==> src/rtl/mult_share_scheduler.sv <==
// Round-robin scheduler that time-shares one external N x N multiplier among NREQ requesters.
// One operation is in flight at a time: grant in IDLE, wait out the multiplier latency, hold the result.
module mult_share_scheduler #(
  parameter int N    = 16,
  parameter int NREQ = 4,
  parameter int LAT  = 1,
  localparam int IDW = (NREQ > 1) ? $clog2(NREQ) : 1
) (
  input  logic                clk,
  input  logic                rst_n,
  input  logic [NREQ-1:0]     req_valid,
  input  logic [NREQ*N-1:0]   req_a,
  input  logic [NREQ*N-1:0]   req_b,
  output logic [NREQ-1:0]     req_ready,
  output logic [N-1:0]        mul_a,
  output logic [N-1:0]        mul_b,
  input  logic [2*N-1:0]      mul_p,
  output logic                rsp_valid,
  output logic [IDW-1:0]      rsp_id,
  output logic [2*N-1:0]      rsp_product,
  input  logic                rsp_ready,
  output logic                busy
);

  typedef enum logic [1:0] {
    IDLE,
    WAIT,
    RESP
  } state_t;

  state_t         state;
  state_t         state_next;
  logic [3:0]     count;
  logic [IDW-1:0] last_grant;
  logic [IDW-1:0] grant_idx;
  logic [IDW-1:0] cand;
  logic           grant_found;
  logic           accept;
  logic [N-1:0]   sel_a;
  logic [N-1:0]   sel_b;

  // Search begins one past the last winner so every requester is served in turn.
  always_comb begin
    grant_found = 1'b0;
    grant_idx   = '0;
    cand        = '0;
    for (int i = 0; i < NREQ; i++) begin
      cand = IDW'((int'(last_grant) + 1 + i) % NREQ);
      if (!grant_found && req_valid[cand]) begin
        grant_found = 1'b1;
        grant_idx   = cand;
      end
    end
  end

  always_comb begin
    sel_a = '0;
    sel_b = '0;
    for (int i = 0; i < NREQ; i++) begin
      if (grant_idx == IDW'(i)) begin
        sel_a = req_a[i*N +: N];
        sel_b = req_b[i*N +: N];
      end
    end
  end

  // The grant is only offered out of reset and in IDLE, so req_ready is zero while rst_n is low.
  always_comb begin
    state_next = state;
    req_ready  = '0;
    accept     = 1'b0;
    case (state)
      IDLE: begin
        if (rst_n && grant_found) begin
          req_ready[grant_idx] = 1'b1;
          accept               = 1'b1;
          state_next           = WAIT;
        end
      end
      WAIT: begin
        if (count == 4'd0) begin
          state_next = RESP;
        end
      end
      RESP: begin
        if (rsp_ready) begin
          state_next = IDLE;
        end
      end
      default: state_next = IDLE;
    endcase
  end

  assign busy = (state != IDLE);

  // Counter runs LAT down to 0 over the latency window; the edge after it reaches 0 captures mul_p.
  always_ff @(posedge clk or negedge rst_n) begin
    if (!rst_n) begin
      state       <= IDLE;
      count       <= 4'd0;
      last_grant  <= IDW'(NREQ - 1);
      mul_a       <= '0;
      mul_b       <= '0;
      rsp_valid   <= 1'b0;
      rsp_id      <= '0;
      rsp_product <= '0;
    end else begin
      state <= state_next;
      case (state)
        IDLE: begin
          if (accept) begin
            mul_a      <= sel_a;
            mul_b      <= sel_b;
            rsp_id     <= grant_idx;
            last_grant <= grant_idx;
            count      <= 4'(LAT);
          end
        end
        WAIT: begin
          if (count != 4'd0) begin
            count <= count - 4'd1;
          end else begin
            rsp_product <= mul_p;
            rsp_valid   <= 1'b1;
          end
        end
        RESP: begin
          if (rsp_ready) begin
            rsp_valid <= 1'b0;
          end
        end
        default: ;
      endcase
    end
  end

endmodule

==> config.mk <==
export PLATFORM = sky130hd
export DESIGN_NAME = mult_share_scheduler
export DESIGN_NICKNAME = d
export VERILOG_FILES = /design/src/rtl/mult_share_scheduler.sv
export SDC_FILE = /design/constraint.sdc
export NUM_CORES = 1
export LEC_CHECK = 0
export BUFFER_PORTS_ARGS = -buffer_cell sky130_fd_sc_hd__buf_4
export CORE_AREA = 3 3 100 102
export CTS_BUF_LIST = sky130_fd_sc_hd__clkbuf_4
export DETAILED_ROUTE_END_ITERATION = 10
export DIE_AREA = 0 0 103 105
export PLACE_DENSITY = 0.82
export SKIP_LAST_GASP = 1
export SYNTH_ARGS = -nofsm -noshare
export SYNTH_HDL_FRONTEND = slang
export SYNTH_SLANG_ARGS = --single-unit
==> constraint.sdc <==
create_clock -name clk -period 2.7 [get_ports clk]
set_input_delay 0.675 -clock clk [delete_from_list [all_inputs] [get_ports clk]]
set_output_delay 0.675 -clock clk [all_outputs]
set_load 0.02 [all_outputs]
== Yosys cells after proc, flatten, opt, wreduce, memory -nomap -nowiden ==
Index checks and enable logic that the tools add are counted.

* Input port bits: 167
* Bits in registers: 75
* Logic and storage cells: 91
* Output and inout bits: 72

* Muxes and demuxes: 40
* Reductions and logical operators: 20
* $lt $le $gt $ge: 6
* Bitwise logic cells: 1
* Equal/unequal tests: 11
* $add $sub $neg: 5

{| class="wikitable"
|+ Operators with widths
! operator !! number
|-
| $mux W16 || 8
|-
| $mux W4 || 4
|-
| $lt A2 B3 Y1 const B || 5
|-
| $mux W2 || 7
|-
| $mux W1 || 13
|-
| $ne A2 B2 Y1 const B || 6
|-
| $reduce_and A3 Y1 || 3
|-
| $bmux W1 S2 || 4
|-
| $pmux W4 S2 || 1
|-
| $add A2 B2 Y2 const B || 3
|-
| $eq A2 B2 Y1 const B || 3
|-
| $pmux W2 S3 || 1
|-
| $reduce_bool A2 Y1 || 3
|-
| $logic_and A1 B1 Y1 || 5
|-
| $eq A2 B1 Y1 const B || 2
|-
| $logic_not A2 Y1 || 2
|-
| $logic_not A4 Y1 || 1
|-
| $reduce_and A2 Y1 || 2
|-
| $reduce_bool A4 Y1 || 1
|-
| $sub A4 B1 Y4 const B || 1
|-
| $logic_not A1 Y1 || 3
|-
| $add A2 B1 Y2 const B || 1
|-
| $demux W1 S2 || 1
|-
| $ge A2 B1 Y1 const B || 1
|-
| other kinds (2) || 2
|}

== Depth between registers and ports, before layout ==
* Word-level depth: 19
* Gate-level depth with buffers: 7
* Mapped depth without buffers: 7

== Least setup slack after synthesis ==
Ideal clock, no wire load.

* Path kind: in2out
* Start point: input rst_n
* End point: output req_ready[0]
* Stages: 4
* Buffers on the path: 1
* Required time: 2025 ps
* Path slack: 99 ps
* Data arrival time: 1926 ps
* Path through: or3b_4 a21o_1 clkbuf_1 nor3_1

* Longest elaborated chain between the ends: 3

{| class="wikitable"
|+ RTL lines
! what !! line !! text
|-
| from (decl) || 10 || <nowiki>input logic rst_n,</nowiki>
|-
| $logic_and A1 B1 Y1 || 74 || <nowiki>if (rst_n && grant_found) begin</nowiki>
|-
| $mux W4 || 74 ||
|-
| $mux W4 || 72 || <nowiki>case (state)</nowiki>
|-
| to (decl) || 14 || <nowiki>output logic [NREQ-1:0] req_ready,</nowiki>
|}

No other way between the ends.

== Final worst setup path ==
* Start point: register last_grant[0]
* End point: output req_ready[1]

* Longest elaborated chain between the ends: 19
* Elaborated cells on any way between the ends: 34
* Those cells by class: add/sub: 4; order compare: 2; mux: 20; reduce/logical: 8

{| class="wikitable"
|+ RTL lines
! what !! line !! text
|-
| from (decl) || 34 || <nowiki>logic [IDW-1:0] last_grant;</nowiki>
|-
| from (signal assigned) || 101 || <nowiki>last_grant <= IDW'(NREQ - 1);</nowiki>
|-
| from (signal assigned) || 115 || <nowiki>last_grant <= grant_idx;</nowiki>
|-
| $add A2 B1 Y2 * || 48 || <nowiki>cand = IDW'((int'(last_grant) + 1 + i) % NREQ);</nowiki>
|-
| branches (longest 16 deep; another with $lt A2 B3 Y1) || -- ||
|-
| $mux W4 * || 74 ||
|-
| $mux W4 * || 72 ||
|}

Every way passes the cells marked *. The select of a mux whose other input is x is not followed.

==> metrics.txt <==
vias per cell=5.38; port bufs=238; Clk pwr share=0.123; Post-Layout Cell Count=766; CTS tree=built; number of global-route vias before repair=4,056; die height=105 um; Setup Skew=0.0136 ns; worst-margin pin slew=0.945 ns; grt total ovfl=0; Post-synth top flop=dfrtp_1; Peak VDD IR=0.468 mV; share of the synthesized area in the top cell type=0.432; GR Util met3=0.0534; Setup crit end kind=output pin; CORE AREA=0.00920 mm2; post-DR wirelength/cell=17.0 um; MaxCap Viol Count=0; Total Routing Usage GR=0.230; H-tree levels=3; proportion of layout cells with a drive suffix above 1=0.482; Switching Share=0.418; clock latency on the worst-skew pair=0.40 ns; net load switching power=2.70 mW; Starting Density=0.460; CTS Hold Buffers Added=0; Reg power frac=0.310; met2 usage=0.409; drt first pass iters=5; Syn Nets=594; largest net degree at the start of global routing=76; DP HPWL=9820 um; Pwr Total=6.44 mW; Final ANT Viol Nets=0; initial antenna violation count=0; Total Wirelength=13,000 um; post-synthesis sequential area ratio=0.445; Syn-to-layout area delta=47.9%; TritonCTS Buffers=9; Int Pwr=3.75 mW; Setup violations, final=0; crit path time final=2.62 ns; count leader, synth=dfrtp_1; Site Rows=35; Worst Setup Start Kind=flop; yosys warns=0; distinct cell type count after synthesis=39; clk sinks=75; outcome=finished clean; Post-Syn Area=0.00423 mm2; dpl cells=748; WS Path Type=reg2out; GPL Wtd Cong=0.855; top cells by area, synth=dfrtp_1 43%, mux2_2 8.5%, mux2i_1 7.6%; Yosys reg bits=75; most frequent cells after synthesis=73 x dfrtp_1, 40 x nand2_1, 35 x inv_1; Fill cells=727; CP arrival=1.94 ns; Critical Path RT=2.03 ns; achievable clock frequency=382 MHz; number of synthesized flops with an enable pin=0; first-pass GRT wire length=19,600 um; Avg Inst Size Synth=9.94 um2; leakage=3.15 nW; clock-pin slew on the worst setup and hold paths=0.12 ns; drt initial violations=139; Comb pwr share=0.567; pwr dens=1030 mW/mm2; Via Count=4,120; CTS root buffer=clkbuf_4; global routing usage on met1=0.272; Antenna Diode Count=0; die area=0.0108 mm2; Final Hold Fails=0; register area=0.00188 mm2; clock tree buffer depth=2; max-slew violation count=0; I/O Pins=239; min-delay worst type=in2reg; Post-Synthesis Cells=425; die width=103 um; crit share post-route=0.970; area of the multi-input gates=0.00205 mm2; post-layout net count=819; DRC=0; Yosys top cell by area=dfrtp_1; worst rel slew slack=0.370; Worst Path Max Fanout=4; global routing's busiest layer=met2; Async S/R FF share, synth=1.00
[worst paths after layout]
path / from / to / slack [ns] / cells after the start
setup reg to reg: state[1] / mul_b[5] / 0.58 / 7
hold reg to reg: rsp_id[1] / rsp_id[1] / 0.50 / 2
min in group asynchronous: rst_n / mul_a[9] / 0.48 / 2
hold / removal: rsp_ready / state[1] / 0.47 / 2
setup / recovery: last_grant[0] / req_ready[1] / 0.08 / 5
max in group asynchronous: rst_n / mul_a[13] / 1.57 / 2
[worst max-delay path: stages (launching register included)]
cell and delay (ns):
dfstp_2 0.56, nor2b_1 0.08, or2_2 0.34, and2_2 0.22, nor3_1 0.19, buf_4 0.17
[flip-flops by register name, summed over array words and instances (netlist names)]
signal / cells
count: 4
mul_b: 16
last_grant: 2
rsp_id: 2
rsp_product: 32
mul_a: 16
rsp_valid: 1
state: 2
[power groups by stage]
stage	registers [mW]	clock network (mW)	logic, mW
floorplan	2.58	0	1.66
global placement	2.00	0	3.55
detailed placement	2.04	0	3.65
CTS	2.01	0.816	3.67
global route	2.07	0.859	3.94
finish	2.00	0.793	3.65
[metrics by stage]
| step | hold WS [ns] | cell area [um2] | setup WS [ns] | utilization | TNS [ns] |
|---|---|---|---|---|---|
| finish | 0.467 | 6250 | 0.0809 | 0.680 | 0 |
| CTS | 0.432 | 6240 | 0.0165 | 0.679 | 0 |
| detailed placement | 0.478 | 6070 | 0.0953 | 0.660 | 0 |
| global placement | 0.463 | 6070 | 0.164 | 0.660 | 0 |
| global route | 0.463 | 6250 | -0.00349 | 0.680 | -0.00349 |
| floorplan | 0.379 | 4230 | 0.0986 | - | 0 |
[area by class of cell]
type,instances,share of cell area
Clock buffer,10,0.0120
Clock inverter,6,0.0142
Inverter,35,0.0210
Multi-Input combinational cell,277,0.327
Sequential cell,75,0.301
Tap cell,111,0.0222
Timing Repair Buffer,252,0.303
[repair_timing]
action / in CTS / in global routing
pin swaps: 0 / 1
setup buffers: 1 / 1
cloned: 0 / 0
gates resized for setup: 1 / 1
setup endpoints to repair: 2 / 2
[metal layers]
layer / share of wire / vias to the layer above
li1: - / 1991
met1: 0.39 / 1931
met2: 0.51 / 183
met3: 0.086 / 15
met4: 0.014 / 0
met5: 0 / -
[kinds of logic after synthesis]
logic type / Yosys count / synth area share
flops: 75 / 0.445
fa+ha+maj: 2 / 0.00592
simple gates: 99 / 0.140
compound gates: 110 / 0.166
buf+inv: 73 / 0.0784
xor+xnor: 2 / 0.00415
mux: 64 / 0.161
[layout by cell type, fill, tap and decap left out, types with 3 or more instances in the layout]
cell type,n
nor2_1,6
a21o_1,3
o211ai_1,32
and4_1,32
a31oi_1,32
mux2i_1,32
clkbuf_4,10
dfrtp_1,73
buf_4,252
mux2_2,32
nand2_1,40
o21ai_1,18
o21ai_0,17
nand2b_1,3
inv_1,35
Note: power is estimated with default switching activity, not from simulation.
